## src/rtl/mem_arbiter_pkg.sv

```systemverilog
// ============================================================================
// Package     : mem_arbiter_pkg
// Description : Shared types and constants for the unified-memory arbiter.
// Revision    : 1.0 - initial release
// ============================================================================
`default_nettype none

package mem_arbiter_pkg;

  // Arbiter sequencing states
  typedef enum logic [1:0] {
    IDLE   = 2'd0,
    ACCESS = 2'd1,
    DONE   = 2'd2
  } state_t;

  // Requester indices into req_in / we_in / addr_in / wdata_in
  localparam int REQ_FETCH = 0;
  localparam int REQ_DATA  = 1;
  localparam int REQ_EXT   = 2;
  localparam int NUM_REQ   = 3;

  // Width of the access latency counter (MEM_LATENCY is at most 15)
  localparam int CNT_W = 4;

  // Next requester index in round-robin order, wrapping 2 -> 0.
  // Index 3 never occurs and is folded back onto requester 0.
  function automatic logic [1:0] next_idx(input logic [1:0] idx);
    logic [1:0] res;
    case (idx)
      2'd0:    res = 2'd1;
      2'd1:    res = 2'd2;
      default: res = 2'd0;
    endcase
    return res;
  endfunction

endpackage

`default_nettype wire

```

## src/rtl/memory_arbiter_rr_picker.sv

```systemverilog
// ============================================================================
// Module      : rr_picker
// Description : Combinational round-robin selector over three requesters.
//               Priority order is ptr, ptr+1, ptr+2 (mod 3).
// Revision    : 1.0 - initial release
// ============================================================================
`default_nettype none

module rr_picker
  import mem_arbiter_pkg::*;
(
  input  logic [2:0] req,
  input  logic [1:0] ptr,
  output logic       valid,
  output logic [1:0] winner
);

  logic [1:0] first_idx;
  logic [1:0] second_idx;
  logic [1:0] third_idx;

  // Build the priority order starting at the pointer; an out-of-range
  // pointer value behaves as requester 0.
  always_comb begin
    first_idx  = (ptr == 2'd3) ? 2'd0 : ptr;
    second_idx = next_idx(first_idx);
    third_idx  = next_idx(second_idx);
  end

  // Pick the first active request in priority order
  always_comb begin
    valid  = |req;
    winner = first_idx;
    if (req[first_idx]) begin
      winner = first_idx;
    end else if (req[second_idx]) begin
      winner = second_idx;
    end else if (req[third_idx]) begin
      winner = third_idx;
    end
  end

endmodule

`default_nettype wire

```

## src/rtl/memory_arbiter.sv

```systemverilog
// ============================================================================
// Module      : memory_arbiter
// Description : Round-robin arbiter sharing one single-port memory between
//               instruction fetch, data access and an external loader port.
//               Each access is sequenced over a fixed read latency and
//               completed with a four-phase req/done handshake. All outputs
//               are registered.
// Revision    : 1.0 - initial release
// ============================================================================
`default_nettype none

module memory_arbiter
  import mem_arbiter_pkg::*;
#(
  parameter int ADDR_WIDTH  = 11,
  parameter int DATA_WIDTH  = 16,
  parameter int MEM_LATENCY = 1
) (
  input  logic                        clock_in,
  input  logic                        reset_in,
  input  logic [2:0]                  req_in,
  input  logic [2:0]                  we_in,
  input  logic [3*ADDR_WIDTH-1:0]     addr_in,
  input  logic [3*DATA_WIDTH-1:0]     wdata_in,
  output logic [2:0]                  done_out,
  output logic [DATA_WIDTH-1:0]       rdata_out,
  output logic                        busy_out,
  output logic [1:0]                  grant_out,
  output logic [ADDR_WIDTH-1:0]       mem_addr_out,
  output logic [DATA_WIDTH-1:0]       mem_wdata_out,
  output logic                        mem_we_out,
  input  logic [DATA_WIDTH-1:0]       mem_rdata_in
);

  // --------------------------------------------------------------------------
  // Registered state. The latched address/write data of the owner are the
  // memory-side outputs themselves, so they stay stable for every ACCESS
  // cycle and no separate copy is needed. grant_out doubles as the owner
  // index and is cleared on return to IDLE.
  // --------------------------------------------------------------------------
  state_t                  state_r,     state_n;
  logic [1:0]              ptr_r,       ptr_n;
  logic [CNT_W-1:0]        cnt_r,       cnt_n;
  logic                    we_lat_r,    we_lat_n;
  logic [1:0]              grant_n;
  logic [2:0]              done_n;
  logic [DATA_WIDTH-1:0]   rdata_n;
  logic                    busy_n;
  logic [ADDR_WIDTH-1:0]   mem_addr_n;
  logic [DATA_WIDTH-1:0]   mem_wdata_n;
  logic                    mem_we_n;

  logic                    pick_valid;
  logic [1:0]              pick_idx;

  // Round-robin selection among current requests
  rr_picker u_rr_picker (
    .req    (req_in),
    .ptr    (ptr_r),
    .valid  (pick_valid),
    .winner (pick_idx)
  );

  // State and output registers with asynchronous reset; a write in flight
  // is simply abandoned.
  always_ff @(posedge clock_in or negedge reset_in) begin
    if (!reset_in) begin
      state_r       <= IDLE;
      ptr_r         <= 2'd0;
      cnt_r         <= '0;
      we_lat_r      <= 1'b0;
      grant_out     <= 2'd0;
      done_out      <= 3'b000;
      rdata_out     <= '0;
      busy_out      <= 1'b0;
      mem_addr_out  <= '0;
      mem_wdata_out <= '0;
      mem_we_out    <= 1'b0;
    end else begin
      state_r       <= state_n;
      ptr_r         <= ptr_n;
      cnt_r         <= cnt_n;
      we_lat_r      <= we_lat_n;
      grant_out     <= grant_n;
      done_out      <= done_n;
      rdata_out     <= rdata_n;
      busy_out      <= busy_n;
      mem_addr_out  <= mem_addr_n;
      mem_wdata_out <= mem_wdata_n;
      mem_we_out    <= mem_we_n;
    end
  end

  // Next-state and next-output logic; everything holds by default and the
  // write strobe defaults low so it can only last one ACCESS cycle.
  always_comb begin
    state_n     = state_r;
    ptr_n       = ptr_r;
    cnt_n       = cnt_r;
    we_lat_n    = we_lat_r;
    grant_n     = grant_out;
    done_n      = done_out;
    rdata_n     = rdata_out;
    busy_n      = busy_out;
    mem_addr_n  = mem_addr_out;
    mem_wdata_n = mem_wdata_out;
    mem_we_n    = 1'b0;

    case (state_r)
      IDLE: begin
        if (pick_valid) begin
          state_n     = ACCESS;
          grant_n     = pick_idx;
          we_lat_n    = we_in[pick_idx];
          mem_addr_n  = addr_in[int'(pick_idx)*ADDR_WIDTH +: ADDR_WIDTH];
          mem_wdata_n = wdata_in[int'(pick_idx)*DATA_WIDTH +: DATA_WIDTH];
          mem_we_n    = we_in[pick_idx];
          cnt_n       = CNT_W'(MEM_LATENCY);
          busy_n      = 1'b1;
        end
      end

      ACCESS: begin
        // The last ACCESS cycle is the one where read data is valid
        if (cnt_r == '0) begin
          state_n = DONE;
          done_n  = 3'b001 << grant_out;
          if (!we_lat_r) begin
            rdata_n = mem_rdata_in;
          end
        end else begin
          cnt_n = cnt_r - 1'b1;
        end
      end

      DONE: begin
        // Hold completion until the owner withdraws its request
        if (!req_in[grant_out]) begin
          state_n = IDLE;
          ptr_n   = next_idx(grant_out);
          grant_n = 2'd0;
          done_n  = 3'b000;
          busy_n  = 1'b0;
        end
      end

      default: begin
        state_n = IDLE;
        grant_n = 2'd0;
        done_n  = 3'b000;
        busy_n  = 1'b0;
      end
    endcase
  end

endmodule

`default_nettype wire
```

## config.mk

```make
export PLATFORM = sky130hd
export DESIGN_NAME = memory_arbiter
export DESIGN_NICKNAME = d
export VERILOG_FILES = /design/src/rtl/mem_arbiter_pkg.sv /design/src/rtl/memory_arbiter_rr_picker.sv /design/src/rtl/memory_arbiter.sv
export SDC_FILE = /design/constraint.sdc
export NUM_CORES = 1
export LEC_CHECK = 0
export BUFFER_PORTS_ARGS = -buffer_cell sky130_fd_sc_hd__buf_2
export CORE_MARGIN = 1
export CORE_UTILIZATION = 45
export CTS_BUF_LIST = sky130_fd_sc_hd__clkbuf_4 sky130_fd_sc_hd__clkbuf_8
export CTS_CLUSTER_DIAMETER = 120
export DETAILED_ROUTE_END_ITERATION = 16
export PLACE_DENSITY = 0.89
export SETUP_SLACK_MARGIN = 0.5
export SYNTH_ARGS = -nofsm -noshare
export SYNTH_HDL_FRONTEND = slang
export SYNTH_SLANG_ARGS = --single-unit
```

## constraint.sdc

```tcl
create_clock -name clock_in -period 2.1 [get_ports clock_in]
set_clock_uncertainty 0.15 [all_clocks]
set_input_delay 0.315 -clock clock_in [delete_from_list [all_inputs] [get_ports clock_in]]
set_output_delay 0.315 -clock clock_in [all_outputs]
set_load 0.03 [all_outputs]
```

## After elaboration in Yosys (flattened, before gate mapping)

Cells that the tools add are included.

- Register bits after elaboration: 59
- Output and inout bits: 50
- Word-level logic and storage cells: 83

- $add $sub $neg: 1
- Multiply operators: 1
- Magnitude comparators: 5
- Equal/unequal tests: 10
- Shifts and indexed selects: 3
- Muxes and demuxes: 34
- Bitwise logic cells: 4
- Reduce and logical (&&, ||, !) cells: 14

Operators by type and width:

| operator | count |
|---|---|
| $shiftx A48 B7 Y16 | 1 |
| $shiftx A33 B7 Y11 | 1 |
| $mux W2 | 8 |
| $lt A2 B3 Y1 const B | 5 |
| $reduce_and A3 Y1 | 5 |
| $pmux W2 S2 | 3 |
| $pmux W2 S3 | 2 |
| $bmux W1 S2 | 5 |
| $mux W1 | 9 |
| $pmux W3 S3 | 1 |
| $eq A2 B1 Y1 const B | 4 |
| $logic_not A2 Y1 | 4 |
| $mux W4 | 2 |
| $ne A2 B2 Y1 const B | 4 |
| $pmux W4 S2 | 1 |
| $mul A2 B4 Y6 const B | 1 |
| $mux W3 | 2 |
| $eq A2 B2 Y1 const B | 2 |
| $logic_not A4 Y1 | 1 |
| $not A1 Y1 | 4 |
| $reduce_and A2 Y1 | 2 |
| $sub A4 B1 Y4 const B | 1 |
| $pmux W1 S3 | 1 |
| $reduce_or A3 Y1 | 1 |
| 2 further kinds | 2 |

## Depth between registers and ports, before layout

- Depth in word-level cells: 15
- Depth in mapped cells: 9
- Mapped depth without buffers: 7

## Modules after synthesis

From an unflattened synthesis, not the netlist that was laid out.

- Cell total of the unflattened synthesis: 281
- Area total of the unflattened synthesis: 3370.7 µm²

Modules (own cells, without submodules):

| module | instances | cells each | area each (µm²) |
|---|---|---|---|
| memory_arbiter | 1 | 250 | 3158.0 |
| rr_picker | 1 | 31 | 212.7 |

## Worst setup path after synthesis

No wires, ideal clock.

- Kind: reg-to-reg
- Start: reg ptr_r[0]
- End: reg mem_addr_out[2]
- Setup time: 0.134 ns
- Data arrival time: 1.979 ns
- Data required time: 1.816 ns
- Setup slack: -0.163 ns
- Stages on the path, launching flop included: 10
- Buffers on the path: 2
- Cells stage by stage: dfrtp_1 inv_1 ha_1 nor2b_1 o21ai_0 a211o_1 buf_2 buf_2 a41oi_1 o211ai_2

- Longest elaborated chain between the ends: 13
- Elaborated cells on any way between the ends: 19
- Those cells by class: 1 x mul; 3 x eq/ne; 1 x shift; 12 x mux; 2 x reduce/logical

RTL lines:

| what | RTL line | text |
|---|---|---|
| start, declared | memory_arbiter.sv:42 | `logic [1:0] ptr_r, ptr_n;` |
| start signal, assigned | memory_arbiter.sv:81 | `ptr_r <= ptr_n;` |
| $eq A2 B2 Y1 | memory_arbiter_rr_picker.sv:25 | `first_idx = (ptr == 2'd3) ? 2'd0 : ptr;` |
| $mux W2 (*) | memory_arbiter_rr_picker.sv:25 |  |
| $eq A2 B1 Y1 / $logic_not A2 Y1 (equally long branches) | mem_arbiter_pkg.sv:30 | `case (idx)` |
| $pmux W2 S2 | mem_arbiter_pkg.sv:30 |  |
| $eq A2 B1 Y1 / $logic_not A2 Y1 (equally long branches) | mem_arbiter_pkg.sv:30 |  |
| $pmux W2 S2 | mem_arbiter_pkg.sv:30 |  |
| $bmux W1 S2 | memory_arbiter_rr_picker.sv:38 | `end else if (req[third_idx]) begin` |
| $mux W1 (implied by the code) | memory_arbiter_rr_picker.sv:38 |  |
| $mux W2 | memory_arbiter_rr_picker.sv:38 |  |
| $mux W2 | memory_arbiter_rr_picker.sv:36 | `end else if (req[second_idx]) begin` |
| $mux W2 (*) | memory_arbiter_rr_picker.sv:34 | `if (req[first_idx]) begin` |
| $mul A2 B4 Y6 (*) | memory_arbiter.sv:115 | `mem_addr_n = addr_in[int'(pick_idx)*ADDR_WIDTH +: ADDR_WIDTH];` |
| $shiftx A33 B7 Y11 (*) | memory_arbiter.sv:115 |  |
| end signal, assigned | memory_arbiter.sv:88 | `mem_addr_out <= mem_addr_n;` |
| end, declared | memory_arbiter.sv:29 | `output logic [ADDR_WIDTH-1:0] mem_addr_out,` |

Mark *: on every way between the ends. The rest lies on a longest branch, timed or not. The select of a mux whose other input is x is not followed.
A chain may end at the register's enable or synchronous reset.

## Worst setup path after layout

- Start: reg ptr_r[1]
- End: reg mem_wdata_out[1]

- Longest elaborated chain between the ends: 12
- Elaborated cells on any way between the ends: 18
- Those cells by class: 3 x eq/ne; 1 x shift; 12 x mux; 2 x reduce/logical

RTL lines:

| what | RTL line | text |
|---|---|---|
| $eq A2 B2 Y1 | memory_arbiter_rr_picker.sv:25 |  |
| $mux W2 (*) | memory_arbiter_rr_picker.sv:25 |  |
| $eq A2 B1 Y1 / $logic_not A2 Y1 (equally long branches) | mem_arbiter_pkg.sv:30 |  |
| $pmux W2 S2 | mem_arbiter_pkg.sv:30 |  |
| $eq A2 B1 Y1 / $logic_not A2 Y1 (equally long branches) | mem_arbiter_pkg.sv:30 |  |
| $pmux W2 S2 | mem_arbiter_pkg.sv:30 |  |
| $bmux W1 S2 | memory_arbiter_rr_picker.sv:38 |  |
| $mux W1 (implied by the code) | memory_arbiter_rr_picker.sv:38 |  |
| $mux W2 | memory_arbiter_rr_picker.sv:38 |  |
| $mux W2 | memory_arbiter_rr_picker.sv:36 |  |
| $mux W2 (*) | memory_arbiter_rr_picker.sv:34 |  |
| $shiftx A48 B7 Y16 (*) | memory_arbiter.sv:116 | `mem_wdata_n = wdata_in[int'(pick_idx)*DATA_WIDTH +: DATA_WIDTH];` |
| end signal, assigned | memory_arbiter.sv:89 | `mem_wdata_out <= mem_wdata_n;` |
| end, declared | memory_arbiter.sv:30 | `output logic [DATA_WIDTH-1:0] mem_wdata_out,` |

Marked as above.

==> flow_summary.json <==
{
  "cellLeakagePower_nw": 2.57,
  "async_reset_ff_share_pct": 100,
  "hp-class": "in -> reg",
  "netlist_area_sq_mm": 0.00361,
  "synth_cells": 364,
  "via_per_inst": 6.12,
  "antenna_found_initial": 0,
  "slew_headroom_pct": 62.9,
  "post-route-cell-area_sq_mm": 0.00577,
  "dieWidth_um": 91.6,
  "cts.clk_slew.worst_paths_ns": 0.08,
  "worst_ep_arrival_time_ns": 2.49,
  "io_pins": 155,
  "hold_viol_final": 0,
  "endpoint_kind": "flip-flop",
  "cts.sinks": 59,
  "ys_types": 42,
  "rows": 32,
  "rsz0062_at_grt": "yes",
  "final_common_cell": "buf_2",
  "violations": "setup timing",
  "floorplan.die_area_sq_mm": 0.00840,
  "path_max_fanout": 5,
  "synth_edf_count": 0,
  "drive_gt1_share_pct": 61.5,
  "wire_per_inst_um": 20.9,
  "ys_warn_count": 0,
  "nets": 659,
  "core_area_sq_mm": 0.00777,
  "final_cell_mix": "154 x buf_2, 55 x dfrtp_1, 33 x nand2_1",
  "vias": 4007,
  "grt_util_met2_pct": 52.4,
  "cts-buffers-inserted": 9,
  "routabilityCongestion": 0.784,
  "setup_slack_ns": -0.280,
  "post-route-util_pct": 74.3,
  "period_share_pct": 113,
  "h-tree-depth": 3,
  "cts-root-buf": "clkbuf_8",
  "crit_type": "reg -> reg",
  "grt_pass1_wl_mm": 19.4,
  "diodes": 0,
  "synth.area.top_cells": "dfrtp_1 41%, a41oi_1 6.8%, nand4b_1 6.8%",
  "synthFlopType": "dfrtp_1",
  "clock_latency_ns": 0.35,
  "yosysTopAreaCellShare_pct": 40.8,
  "setup_viol": 31,
  "top_usage_layer": "met2",
  "syn-num-nets": 475,
  "max_freq_ghz": 0.420,
  "first_pass_iters": 5,
  "status": "finished, violations left",
  "max_slew.worst_pin.slew_ns": 0.556,
  "synth-seq-cells": 59,
  "pre_cts_ws_ns": -0.297,
  "yosysSeqAreaShare_pct": 40.8,
  "fin_total_pwr_mw": 11.3,
  "worstSetupStartpointType": "flip-flop",
  "areaGrowthSynthToFinish_pct": 59.6,
  "grt_usage_pct": 29.6,
  "dpl_cell_area_sq_mm": 0.00482,
  "power_per_cell_area_mw_per_mm2": 1960,
  "drc": 0,
  "drv_cap": 0,
  "dr.first_iter.drc_count": 184,
  "cts_buffer_depth": 2,
  "gr-total-overflow": 0,
  "vdd.ir_drop.worst_uv": 1290,
  "portBuffers": 154,
  "avgSynthCellArea_sq_um": 9.93,
  "slew_viol_final": 0,
  "die_y_um": 91.6,
  "cts_tree": "done",
  "ant_nets": 0,
  "gr-usage-met1_pct": 34.8,
  "totalWireLength_mm": 13.7,
  "grt_pass1_vias": 3957,
  "dpl.hpwl_mm": 7.75,
  "required_ns": 2.21,
  "grtUsageMet3_pct": 7.46,
  "layout_min_cycle_time_ns": 2.38,
  "initial_core_util_pct": 46.5,
  "yosysTopAreaCell": "dfrtp_1",
  "grt_start_max_net_pins": 59
}
-- report_power, final --
group / internal [mW] / switching (mW) / total, mW
Combinational: 3.35 / 4.61 / 7.96
Sequential: 1.71 / 0.417 / 2.12
Clock: 0.678 / 0.527 / 1.20
Total: 5.73 / 5.55 / 11.3
-- area by class of cell --
cell class,count,area [sq um]
Clock buffer,9,124
Sequential cell,59,1480
Fill cell,527,2000
Multi-Input combinational cell,265,2570
Clock inverter,7,100
Timing Repair Buffer,206,1340
Tap cell,102,128
Inverter,7,31.3
-- per-stage QoR --
stage                     hold slack [ns]  cells  setup TNS, ns
after CTS                          0.0446    641          -2.51
final                              0.0441    655          -6.10
after floorplan                    -0.131    364          -1.25
after global placement              0.175    608          -3.91
after global routing               0.0398    655          -7.46
after detailed placement            0.175    608          -6.87
-- flip-flops by register name, summed over array words and instances, names as in the netlist, 2 cells and up --
name / flops
done_out: 3
grant_out: 2
state_r: 2
ptr_r: 2
mem_addr_out: 11
rdata_out: 16
cnt_r: 4
mem_wdata_out: 16
-- cell usage after synthesis (2+ instances only) --
library cell  instances
o21ai_0               9
clkbuf_1             17
nand2b_1              3
mux2_2               17
mux2i_1               6
buf_1                 2
and2_1               28
a41oi_1              28
o2bb2ai_1             2
ha_1                  6
inv_1                 7
nor2_1                6
buf_2                11
nand2_1              37
nand3_1              35
nor2b_1               6
a211o_1               3
o31ai_1               3
buf_6                 4
dfrtp_1              59
o211ai_1              8
nand4b_1             28
o211ai_2             19
a211oi_1              2
-- routing by layer --
metal	vias up	routed length (um)
li1	1739	-
met4	0	527
met2	251	6900
met1	1956	5090
met5	-	0
met3	61	1200
-- cells by family (layout without fill, tap and decap cells) --
logic type / Yosys count / count (layout) / share of synthesized area (%)
xor+xnor: 2 / 2 / 0.485
compound gates: 78 / 78 / 19.3
mux: 23 / 23 / 6.96
fa+ha+maj: 6 / 6 / 2.08
simple gates: 154 / 156 / 24.6
flops: 59 / 59 / 40.8
buf+inv: 42 / 229 / 5.68
-- path summary, 6_finish.rpt --
path / cells past startpoint / slack (ns) / endpoint / from
min in group asynchronous: 2 / 0.33 / mem_wdata_out[11] / reset_in
max reg2reg: 11 / -0.28 / mem_wdata_out[1] / ptr_r[1]
min: 2 / 0.04 / rdata_out[11] / mem_rdata_in[11]
min reg2reg: 2 / 0.36 / done_out[2] / done_out[2]
max in group asynchronous: 3 / 0.83 / grant_out[0] / reset_in
max: 11 / -0.28 / mem_wdata_out[1] / ptr_r[1]
-- what timing repair did --
action,in CTS,in global routing
setup buffers,14,10
endpoints found under the hold margin,20,0
gates resized for setup,40,55
cloned,2,4
hold buffers,1,0
pin swaps,14,28
setup endpoints to repair,52,58
-- worst max-delay path, stage by stage (launching register included) --
cell	delay, ns
dfrtp_2	0.46
inv_4	0.06
buf_6	0.12
ha_4	0.17
nor2b_4	0.21
o31ai_4	0.12
buf_4	0.17
a211oi_4	0.29
buf_6	0.16
buf_6	0.13
a41oi_2	0.12
o211ai_1	0.13
(Power assumes the default switching activity.)
